File: config.mk
export PLATFORM = sky130hd
export DESIGN_NAME = alu_sequencer_flat
export DESIGN_NICKNAME = d
export VERILOG_FILES = /design/src/rtl/alu_pkg.sv /design/src/rtl/alu_sequencer_if.sv /design/src/rtl/alu_core.sv /design/src/rtl/alu_sequencer.sv /design/src/flat_wrapper.sv
export SDC_FILE = /design/constraint.sdc
export NUM_CORES = 1
export LEC_CHECK = 0
export ABC_AREA = 1
export CORE_ASPECT_RATIO = 0.9
export CORE_MARGIN = 10
export CORE_UTILIZATION = 50
export DETAILED_ROUTE_END_ITERATION = 10
export PLACE_DENSITY = 0.73
export SETUP_SLACK_MARGIN = 0.1
export SYNTH_ARGS = -nofsm -noshare
export SYNTH_HDL_FRONTEND = slang
export SYNTH_SLANG_ARGS = --single-unit
File: constraint.sdc
create_clock -name clk -period 2.7 [get_ports clk]
set_clock_uncertainty 0.1 [all_clocks]
set_input_delay 0.27 -clock clk [delete_from_list [all_inputs] [get_ports clk]]
set_output_delay 0.27 -clock clk [all_outputs]
set_load 0.02 [all_outputs]
File: src/rtl/alu_pkg.sv
// Shared encodings for the Y86-64 execute-stage ALU sequencer.
// ALU_SHIFT_EN adds the SHIFT state to the state enum.
package alu_pkg;

  localparam int DATA_W  = 64;
  localparam int SHAMT_W = 6;

  localparam logic [3:0] FUN_ADD = 4'd0;
  localparam logic [3:0] FUN_SUB = 4'd1;
  localparam logic [3:0] FUN_AND = 4'd2;
  localparam logic [3:0] FUN_XOR = 4'd3;
  localparam logic [3:0] FUN_OR  = 4'd4;
  localparam logic [3:0] FUN_SHL = 4'd5;
  localparam logic [3:0] FUN_SHR = 4'd6;
  localparam logic [3:0] FUN_SAR = 4'd7;

  localparam logic [3:0] CND_ALWAYS = 4'd0;
  localparam logic [3:0] CND_LE     = 4'd1;
  localparam logic [3:0] CND_L      = 4'd2;
  localparam logic [3:0] CND_E      = 4'd3;
  localparam logic [3:0] CND_NE     = 4'd4;
  localparam logic [3:0] CND_GE     = 4'd5;
  localparam logic [3:0] CND_G      = 4'd6;

  localparam int CC_ZF = 2;
  localparam int CC_SF = 1;
  localparam int CC_OF = 0;
  localparam logic [2:0] CC_RESET = 3'b100;

  typedef enum logic [1:0] {
    ST_IDLE  = 2'd0,
`ifdef ALU_SHIFT_EN
    ST_SHIFT = 2'd1,
`endif
    ST_DONE  = 2'd2
  } state_t;

  function automatic logic is_alu_op(input logic [3:0] fun);
    return fun <= FUN_OR;
  endfunction

  function automatic logic [2:0] make_cc(input logic [DATA_W-1:0] r, input logic of);
    logic [2:0] c;
    c[CC_ZF] = (r == '0);
    c[CC_SF] = r[DATA_W-1];
    c[CC_OF] = of;
    return c;
  endfunction

  function automatic logic eval_cond(input logic [2:0] c, input logic [3:0] fun);
    logic zf, sf, of, lt;
    zf = c[CC_ZF];
    sf = c[CC_SF];
    of = c[CC_OF];
    lt = sf ^ of;
    case (fun)
      CND_ALWAYS: return 1'b1;
      CND_LE:     return lt | zf;
      CND_L:      return lt;
      CND_E:      return zf;
      CND_NE:     return ~zf;
      CND_GE:     return ~lt;
      CND_G:      return ~lt & ~zf;
      default:    return 1'b0;
    endcase
  endfunction

endpackage

File: src/rtl/alu_sequencer_if.sv
// Request/response handshake bundle between the issuing stage and the ALU sequencer.
interface alu_sequencer_if;
  import alu_pkg::*;

  logic              req_valid;
  logic              req_ready;
  logic [3:0]        req_fun;
  logic [DATA_W-1:0] req_a;
  logic [DATA_W-1:0] req_b;
  logic              req_set_cc;
  logic              rsp_valid;
  logic              rsp_ready;
  logic [DATA_W-1:0] rsp_result;
  logic              rsp_err;

  modport master (
    output req_valid, req_fun, req_a, req_b, req_set_cc, rsp_ready,
    input  req_ready, rsp_valid, rsp_result, rsp_err
  );

  modport slave (
    input  req_valid, req_fun, req_a, req_b, req_set_cc, rsp_ready,
    output req_ready, rsp_valid, rsp_result, rsp_err
  );
endinterface

File: src/rtl/alu_core.sv
// Combinational single-cycle ALU: result = b OP a for ADD/SUB/AND/XOR/OR,
// plus signed-overflow flag for the arithmetic ops.
module alu_core
  import alu_pkg::*;
(
  input  logic [3:0]        fun,
  input  logic [DATA_W-1:0] a,
  input  logic [DATA_W-1:0] b,
  output logic [DATA_W-1:0] result,
  output logic              of
);

  logic [DATA_W-1:0] sum;
  logic [DATA_W-1:0] diff;

  assign sum  = b + a;
  assign diff = b - a;

  always_comb begin
    result = '0;
    of     = 1'b0;
    case (fun)
      FUN_ADD: begin
        result = sum;
        of     = (a[DATA_W-1] == b[DATA_W-1]) && (sum[DATA_W-1] != b[DATA_W-1]);
      end
      FUN_SUB: begin
        result = diff;
        of     = (a[DATA_W-1] != b[DATA_W-1]) && (diff[DATA_W-1] != b[DATA_W-1]);
      end
      FUN_AND: result = b & a;
      FUN_XOR: result = b ^ a;
      FUN_OR:  result = b | a;
      default: result = '0;
    endcase
  end

endmodule

File: src/rtl/alu_sequencer.sv
// Execute-stage ALU sequencer: handshakes, FSM, iterative shifter and CC register.
// Define ALU_SHIFT_EN to build the SHL/SHR/SAR shifter; otherwise fun 5-7 are illegal.
//   state | meaning
//   IDLE  | ready for a request
//   SHIFT | iterating one bit per cycle, cnt counts down to zero
//   DONE  | response held until rsp_ready
module alu_sequencer
  import alu_pkg::*;
#(
  parameter int W = DATA_W
)(
  input  logic             clk,
  input  logic             rst,
  alu_sequencer_if.slave   bus,
  output logic [2:0]       cc,
  input  logic [3:0]       cnd_fun,
  output logic             cnd,
  output logic             busy
);

  state_t         state, state_nx;
  logic           accept;
  logic [W-1:0]   core_result;
  logic           core_of;
  logic [W-1:0]   result_q;
  logic           err_q;
  logic [2:0]     cc_q;

`ifdef ALU_SHIFT_EN
  logic [W-1:0]       shreg, shreg_nx;
  logic [SHAMT_W-1:0] cnt;
  logic [1:0]         sh_kind;
  logic               set_cc_q;
  logic               req_is_shift;

  assign req_is_shift = (bus.req_fun == FUN_SHL) || (bus.req_fun == FUN_SHR) ||
                        (bus.req_fun == FUN_SAR);
`endif

  alu_core u_core (
    .fun    (bus.req_fun),
    .a      (bus.req_a),
    .b      (bus.req_b),
    .result (core_result),
    .of     (core_of)
  );

  assign accept         = (state == ST_IDLE) && bus.req_valid;
  assign bus.req_ready  = (state == ST_IDLE);
  assign bus.rsp_valid  = (state == ST_DONE);
  assign bus.rsp_result = result_q;
  assign bus.rsp_err    = err_q;
  assign busy           = (state != ST_IDLE);
  assign cc             = cc_q;
  assign cnd            = eval_cond(cc_q, cnd_fun);

  always_comb begin
    state_nx = state;
    case (state)
      ST_IDLE: begin
        if (bus.req_valid) begin
`ifdef ALU_SHIFT_EN
          state_nx = req_is_shift ? ST_SHIFT : ST_DONE;
`else
          state_nx = ST_DONE;
`endif
        end
      end
`ifdef ALU_SHIFT_EN
      ST_SHIFT: if (cnt == '0) state_nx = ST_DONE;
`endif
      ST_DONE:  if (bus.rsp_ready) state_nx = ST_IDLE;
      default:  state_nx = ST_IDLE;
    endcase
  end

  always_ff @(posedge clk) begin
    if (rst) state <= ST_IDLE;
    else     state <= state_nx;
  end

`ifdef ALU_SHIFT_EN
  // sh_kind holds fun[1:0]: 01 SHL, 10 SHR, 11 SAR
  always_comb begin
    shreg_nx = shreg;
    case (sh_kind)
      2'b01:   shreg_nx = {shreg[W-2:0], 1'b0};
      2'b10:   shreg_nx = {1'b0, shreg[W-1:1]};
      2'b11:   shreg_nx = {shreg[W-1], shreg[W-1:1]};
      default: shreg_nx = shreg;
    endcase
  end

  always_ff @(posedge clk) begin
    if (rst) begin
      shreg    <= '0;
      cnt      <= '0;
      sh_kind  <= '0;
      set_cc_q <= 1'b0;
    end else if (accept && req_is_shift) begin
      shreg    <= bus.req_b;
      cnt      <= bus.req_a[SHAMT_W-1:0];
      sh_kind  <= bus.req_fun[1:0];
      set_cc_q <= bus.req_set_cc;
    end else if (state == ST_SHIFT && cnt != '0) begin
      shreg <= shreg_nx;
      cnt   <= cnt - SHAMT_W'(1);
    end
  end
`endif

  always_ff @(posedge clk) begin
    if (rst) begin
      result_q <= '0;
      err_q    <= 1'b0;
      cc_q     <= CC_RESET;
    end else if (accept) begin
      if (is_alu_op(bus.req_fun)) begin
        result_q <= core_result;
        err_q    <= 1'b0;
        if (bus.req_set_cc) cc_q <= make_cc(core_result, core_of);
`ifdef ALU_SHIFT_EN
      end else if (req_is_shift) begin
        err_q <= 1'b0;
`endif
      end else begin
        result_q <= '0;
        err_q    <= 1'b1;
      end
`ifdef ALU_SHIFT_EN
    end else if (state == ST_SHIFT && cnt == '0) begin
      result_q <= shreg;
      if (set_cc_q) cc_q <= make_cc(shreg, 1'b0);
`endif
    end
  end

endmodule
File: src/flat_wrapper.sv
// flat-port wrapper written by rule: the top's interface ports become plain ports
module alu_sequencer_flat import alu_pkg::*;
#(
  parameter int W = DATA_W
)
  (clk, rst, cc, cnd_fun, cnd, busy, bus_req_valid, bus_req_fun, bus_req_a, bus_req_b, bus_req_set_cc, bus_rsp_ready, bus_req_ready, bus_rsp_valid, bus_rsp_result, bus_rsp_err);
  alu_sequencer_if bus_i ();
  input  logic clk;
  input  logic rst;
  output logic [2:0] cc;
  input  logic [3:0] cnd_fun;
  output logic cnd;
  output logic busy;
  input wire logic [$bits(bus_i.req_valid)-1:0] bus_req_valid;
  input wire logic [$bits(bus_i.req_fun)-1:0] bus_req_fun;
  input wire logic [$bits(bus_i.req_a)-1:0] bus_req_a;
  input wire logic [$bits(bus_i.req_b)-1:0] bus_req_b;
  input wire logic [$bits(bus_i.req_set_cc)-1:0] bus_req_set_cc;
  input wire logic [$bits(bus_i.rsp_ready)-1:0] bus_rsp_ready;
  output wire logic [$bits(bus_i.req_ready)-1:0] bus_req_ready;
  output wire logic [$bits(bus_i.rsp_valid)-1:0] bus_rsp_valid;
  output wire logic [$bits(bus_i.rsp_result)-1:0] bus_rsp_result;
  output wire logic [$bits(bus_i.rsp_err)-1:0] bus_rsp_err;
  assign bus_i.req_valid = bus_req_valid;
  assign bus_i.req_fun = bus_req_fun;
  assign bus_i.req_a = bus_req_a;
  assign bus_i.req_b = bus_req_b;
  assign bus_i.req_set_cc = bus_req_set_cc;
  assign bus_i.rsp_ready = bus_rsp_ready;
  assign bus_req_ready = bus_i.req_ready;
  assign bus_rsp_valid = bus_i.rsp_valid;
  assign bus_rsp_result = bus_i.rsp_result;
  assign bus_rsp_err = bus_i.rsp_err;
  alu_sequencer #(.W(W)) u_core (.clk(clk), .rst(rst), .bus(bus_i), .cc(cc), .cnd_fun(cnd_fun), .cnd(cnd), .busy(busy));
endmodule
==> results of run 1 <==
==> kinds of logic after synthesis <==
family / count (synthesis) / synth area share
AOI/OAI and AO/OA: 408 / 0.1302
xor gates and xnor gates: 3 / 0.001490
adders and majority gates: 209 / 0.1491
buffers and inverters: 846 / 0.1930
DFF: 69 / 0.07830
and+or+nand+nor: 1900 / 0.4479
==> repair_timing <==
action	in CTS
gates cloned	1
resized for setup	1335
setup endpoints to repair	58
pin swaps	343
setup buffers	111
==> through the flow <==
step	utilization	setup WS (ns)	hold WS, ns	cell area, µm²
floorplan	-	0.3526	0.3798	17640
global placement	0.7425	-0.9765	0.3583	25970
detailed placement	0.7425	-1.020	0.3818	25970
CTS	0.8845	0.09271	0.3878	30930
==> per-layer routing <==
layer / overflow / track usage
met5: 4 / 0.5748
met4: 163 / 0.8505
met3: 17 / 0.7371
met2: 389 / 0.9406
met1: 24 / 0.7765
==> load_flow_metrics.sql, run 1 <==
INSERT INTO impl_metrics (metric_group, metric, value, unit) VALUES
('timing', 'worst_path_end_type', 'sequential cell input', ''),
('logic_synthesis', 'netlist_top_cells_count', 'sky130_fd_sc_hd__nand2_1 (1032), sky130_fd_sc_hd__inv_1 (720), sky130_fd_sc_hd__nor2_1 (434)', ''),
('logic_synthesis', 'post_synth_edffs', '0', ''),
('placement', 'finalWeightedCongestion', '1.164', ''),
('placement', 'numPortBuffers', '212', ''),
('placement', 'detailed_place_hpwl', '81.11', 'mm'),
('global_routing', 'grt_overflow', '597', ''),
('logic_synthesis', 'synthMostInstantiatedCell', 'sky130_fd_sc_hd__nand2_1', ''),
('global_routing', 'pin_count_of_the_biggest_net_entering_global_routing', '91', ''),
('logic_synthesis', 'synth_area', '17640', 'µm²'),
('logic_synthesis', 'syn-mean-instance-area', '5.136', 'µm²'),
('logic_synthesis', 'ys_types', '46', ''),
('cts', 'htree_num_levels', '3', ''),
('floorplanning', 'ioPinCount', '213', ''),
('floorplanning', 'placement_rows', '65', ''),
('cts', 'cts_root_buf', 'sky130_fd_sc_hd__clkbuf_16', ''),
('logic_synthesis', 'synth_area_leaders', 'sky130_fd_sc_hd__nand2_1 (22%), sky130_fd_sc_hd__inv_1 (15%), sky130_fd_sc_hd__ha_1 (15%)', ''),
('cts', 'clkSinkCount', '69', ''),
('status', 'first_logged_error_message', '[ERROR GRT-0232] Routing congestion too high. Check the congestion heatmap in the GUI.', ''),
('logic_synthesis', 'synth_top_cell_area_share', '0.2196', ''),
('timing', 'worst_endpoint', 'u_core.cc[2]$_SDFFE_PP1P_/D', ''),
('logic_synthesis', 'synth_cells', '3435', ''),
('logic_synthesis', 'synth-async-reset-ratio', '0', ''),
('floorplanning', 'die_height', '198.2', 'µm'),
('logic_synthesis', 'mappedNetlistNets', '3785', ''),
('logic_synthesis', 'yosys_register_bits', '69', ''),
('logic_synthesis', 'post-synth-top-area-cell', 'sky130_fd_sc_hd__nand2_1', ''),
('logic_synthesis', 'synth-seq-area-share', '0.07830', ''),
('global_routing', 'all_layer_gr_usage', '0.8181', ''),
('floorplanning', 'die_x', '218', 'µm'),
('status', 'failed_stage', 'global routing (5_1_grt)', ''),
('logic_synthesis', 'yosys_warnings', '0', ''),
('cts', 'cts_hold_buffers', '0', ''),
('logic_synthesis', 'synth_top_flop_cell', 'sky130_fd_sc_hd__dfxtp_1', ''),
('floorplanning', 'starting_density_of_the_core', '0.5045', ''),
('status', 'status', 'aborted with a tool error', ''),
('cts', 'cts_inserted_buffers', '9', ''),
('placement', 'place_inst', '4806', ''),
('cts', 'buffer_depth_of_the_longest_clock_path', '2', '');
==> run 2, diff against run 1 <==
--- a/config.mk
+++ b/config.mk
@@ -6,12 +6,10 @@
 export NUM_CORES = 1
 export LEC_CHECK = 0
 export ABC_AREA = 1
-export CORE_ASPECT_RATIO = 0.9
 export CORE_MARGIN = 10
-export CORE_UTILIZATION = 50
+export CORE_UTILIZATION = 35
 export DETAILED_ROUTE_END_ITERATION = 10
-export PLACE_DENSITY = 0.73
-export SETUP_SLACK_MARGIN = 0.1
+export PLACE_DENSITY_LB_ADDON = 0.15
 export SYNTH_ARGS = -nofsm -noshare
 export SYNTH_HDL_FRONTEND = slang
 export SYNTH_SLANG_ARGS = --single-unit
==> run 2 against run 1 <==
Net effect: the run now ends clean; synthesized area is the same; synthesized cell count is the same.
==> load_flow_metrics.sql, run 2 <==
INSERT INTO impl_metrics (metric_group, metric, value, unit) VALUES
('status', 'status', 'finished, final reports clean', ''),
('logic_synthesis', 'syn-mean-instance-area', '5.136', 'µm²'),
('global_routing', 'grt_overflow', '0', ''),
('cells_and_area', 'drive_gt1_frac', '0.5145', ''),
('setup_path', 'timing.critical_path.cells', 'buf_6 > inv_4 > ha_4 > buf_4 > nor2_4 > inv_2 > nor3_4 > buf_4 > nand2_4 > nand3_4 > buf_4 > nand2_1 > nand3_1 > nand3_1 > nor2_1 > nand2_1 > nor2_2 > nand3_2 > nor2_2 > nand4_1 > o21bai_1', ''),
('timing', 'final_hold_viol_count', '0', ''),
('cts', 'cts_root_buf', 'sky130_fd_sc_hd__clkbuf_16', ''),
('floorplanning', 'die_height', '244.5', 'µm'),
('setup_path', 'timing.critical_path.buf_inv', '6', ''),
('logic_synthesis', 'netlist_top_cells_count', 'sky130_fd_sc_hd__nand2_1 (1032), sky130_fd_sc_hd__inv_1 (720), sky130_fd_sc_hd__nor2_1 (434)', ''),
('logic_synthesis', 'ys_types', '46', ''),
('logic_synthesis', 'synth-async-reset-ratio', '0', ''),
('setup_path', 'rr_startpoint', 'u_core.state[1]', ''),
('drt', 'met3WireLength', '8.314', 'mm'),
('floorplanning', 'die_area', '59790', 'µm²'),
('pwr', 'power-per-cell-area', '275.9', 'nW/µm²'),
('cells_and_area', 'mostFrequentLayoutCells', 'sky130_fd_sc_hd__buf_4 (920), sky130_fd_sc_hd__nand2_1 (643), sky130_fd_sc_hd__inv_1 (503)', ''),
('global_routing', 'pin_count_of_the_biggest_net_entering_global_routing', '53', ''),
('pwr', 'peakVddDrop', '0.0002486', 'V'),
('placement', 'finalWeightedCongestion', '1.027', ''),
('logic_synthesis', 'synth_area', '17640', 'µm²'),
('setup_path', 'slowest_stage', 'sky130_fd_sc_hd__ha_4', ''),
('setup_path', 'worstSetupPathType', 'primary input to flop', ''),
('floorplanning', 'placement_rows', '82', ''),
('drt', 'routed-via-count', '26536', ''),
('cells_and_area', 'largest_register_ffs', '64', ''),
('cts', 'cts_hold_buffers', '0', ''),
('logic_synthesis', 'synthMostInstantiatedCell', 'sky130_fd_sc_hd__nand2_1', ''),
('cts', 'htree_num_levels', '3', ''),
('timing', 'max_slew_margin', '0.6805', ''),
('timing', 'post_route_fraction_of_the_period_consumed_by_the_critical_path', '0.9741', ''),
('drt', 'post_route_met1_wirelength', '43.41', 'mm'),
('pwr', 'report.power.total', '9309', 'µW'),
('drt', 'routed_wire_length', '99.26', 'mm'),
('cts', 'later_pin_clock_latency_in_the_skew_report', '0.33', 'ns'),
('logic_synthesis', 'synth_top_flop_cell', 'sky130_fd_sc_hd__dfxtp_1', ''),
('floorplanning', 'ioPinCount', '213', ''),
('cells_and_area', 'filler_cell_count', '4583', ''),
('logic_synthesis', 'post_synth_edffs', '0', ''),
('drt', 'met2_length', '44.08', 'mm'),
('logic_synthesis', 'yosys_warnings', '0', ''),
('hold_path', 'hold_path.startpoint', 'u_core.bus.rsp_result[1]', ''),
('setup_path', 'cp-start-kind', 'primary input', ''),
('timing', 'max_freq', '380.2', 'MHz'),
('timing', 'setup_ws', '0.06985', 'ns'),
('cts', 'clkSinkCount', '69', ''),
('floorplanning', 'placeableCoreArea', '49970', 'µm²'),
('setup_path', 'path_common_cell', 'sky130_fd_sc_hd__buf_4', ''),
('cts', 'cts_tree', 'built', ''),
('cts', 'cts_inserted_buffers', '9', ''),
('setup_path', 'worstSetupEndpointType', 'flop', ''),
('global_routing', 'grt_pass1_vias', '24690', ''),
('hold_path', 'holdCritPathClass', 'flop to flop', ''),
('job', 'max_cap_viol_count', '0', ''),
('timing', 'holdWs', '0.3707', 'ns'),
('setup_path', 'timing.critical_path.slowest_cell_delay', '0.27', 'ns'),
('logic_synthesis', 'synth_area_leaders', 'sky130_fd_sc_hd__nand2_1 (22%), sky130_fd_sc_hd__inv_1 (15%), sky130_fd_sc_hd__ha_1 (15%)', ''),
('drt', 'drt_drc_violations_left', '0', ''),
('timing', 'worstMarginPinSlew', '0.4792', 'ns'),
('timing', 'slew_viol_final', '0', ''),
('cts', 'buffer_depth_of_the_longest_clock_path', '2', ''),
('global_routing', 'antenna_found_initial', '1', ''),
('setup_path', 'crit_family', 'simple AND/OR/NAND/NOR gates', ''),
('drt', 'highest_layer', 'met5', ''),
('logic_synthesis', 'synth-seq-area-share', '0.07830', ''),
('placement', 'placement.cell_area', '26690', 'µm²'),
('global_routing', 'wire_length_of_the_first_global_routing_pass', '141.9', 'mm'),
('timing', 'layout_min_cycle_time', '2.630', 'ns'),
('cells_and_area', 'multiInputGateArea', '18040', 'µm²'),
('logic_synthesis', 'synth_top_cell_area_share', '0.2196', ''),
('setup_path', 'worstPathMaxFanout', '6', ''),
('drt', 'ant_nets', '0', ''),
('drt', 'detail_route.iter0.violations', '2173', ''),
('timing', 'finalSetupViolCount', '0', ''),
('setup_path', 'worst_setup_path_startpoint', 'bus_req_b[12]', ''),
('drt', 'dr.pass1.iters', '5', ''),
('floorplanning', 'die_x', '244.5', 'µm'),
('placement', 'pre_cts_slack', '-1.015', 'ns'),
('drt', 'avgViaCountPerCell', '5.049', ''),
('pwr', 'leakagePower', '0.01820', 'µW'),
('logic_synthesis', 'post-synth-top-area-cell', 'sky130_fd_sc_hd__nand2_1', ''),
('cells_and_area', 'postLayoutCellArea', '33740', 'µm²'),
('cells_and_area', 'layout.area.seq', '1381', 'µm²'),
('logic_synthesis', 'yosys_register_bits', '69', ''),
('logic_synthesis', 'synth_cells', '3435', ''),
('placement', 'detailed_place_hpwl', '81.27', 'mm'),
('cells_and_area', 'nNetsFinal', '4929', ''),
('setup_path', 'worstPathRequired', '2.86', 'ns'),
('floorplanning', 'starting_density_of_the_core', '0.3531', ''),
('setup_path', 'crit_arrival', '2.79', 'ns'),
('global_routing', 'all_layer_gr_usage', '0.3025', ''),
('cts', 'worst_setup_hold_path_clk_slew', '0.05', 'ns'),
('cells_and_area', 'final_common_cell', 'sky130_fd_sc_hd__buf_4', ''),
('cells_and_area', 'layout-area-overhead-vs-synth', '91.26', '%'),
('logic_synthesis', 'mappedNetlistNets', '3785', ''),
('placement', 'numPortBuffers', '212', ''),
('drt', 'routedWlPerCell', '18.88', 'µm');
-- run 2: cell counts after synthesis --
Identical to the previous run, type by type.
-- run 2: report_power, final --
group / switching (µW) / total [µW] / internal (µW)
Clock: 433 / 1170 / 737
Combinational: 3880 / 6990 / 3110
Sequential: 50.7 / 1150 / 1100
Total: 4360 / 9310 / 4950
-- run 2: tightest hold or removal path, delay by kind of cell, from the launching register on --
family          cells  cell delay (ns)
simple gates        1             0.06
compound gates      1             0.06
flops               1             0.30
-- run 2: layer usage --
metal,GRT usage,vias up
met5,0,-
met4,0.08183,2
met3,0.03706,196
met2,0.4900,1074
met1,0.4145,12410
li1,-,12854
-- run 2: cell type report --
| class | instances | area share |
|---|---|---|
| repair buffers | 1242 | 0.3070 |
| inverters | 737 | 0.08351 |
| flip-flops and latches | 69 | 0.04094 |
| multi-input cells | 2520 | 0.5347 |
| well taps | 672 | 0.02492 |
| diodes | 1 | 0.00007416 |
| clock buffers | 10 | 0.007083 |
| clock inverters | 5 | 0.001780 |
-- run 2: path summary, 6_finish.rpt --
path,slack (ns),endpoint,cells past startpoint
max,0.07,u_core.cc[2],21
min,0.37,u_core.bus.rsp_result[1],2
max reg2reg,0.54,u_core.cc[2],15
min reg2reg,0.37,u_core.bus.rsp_result[1],2
-- run 2: cell families after synthesis --
group,synth area share
flip-flops,0.07830
AO/OA/AOI/OAI,0.1302
XOR/XNOR,0.001490
buffers and inverters,0.1930
adder cells (fa/ha/maj),0.1491
AND/OR/NAND/NOR,0.4479
-- run 2: per-stage QoR --
step | setup TNS (ns) | utilization | std cells
3_3_place_gp | -34.66 | 0.5341 | 5073
5_1_grt | -0.1340 | 0.6752 | 5255
6_report | 0 | 0.6753 | 5256
4_1_cts | -0.03900 | 0.6125 | 5164
2_1_floorplan | 0 | - | 3435
3_5_place_dp | -37.17 | 0.5341 | 5073
-- run 2: repair_timing --
action	CTS	global route
endpoints found under the setup margin	53	45
pin swaps	261	395
gates cloned	0	2
resized for setup	983	925
setup buffers	77	90
No activity file was read; power rests on OpenSTA's default activity.
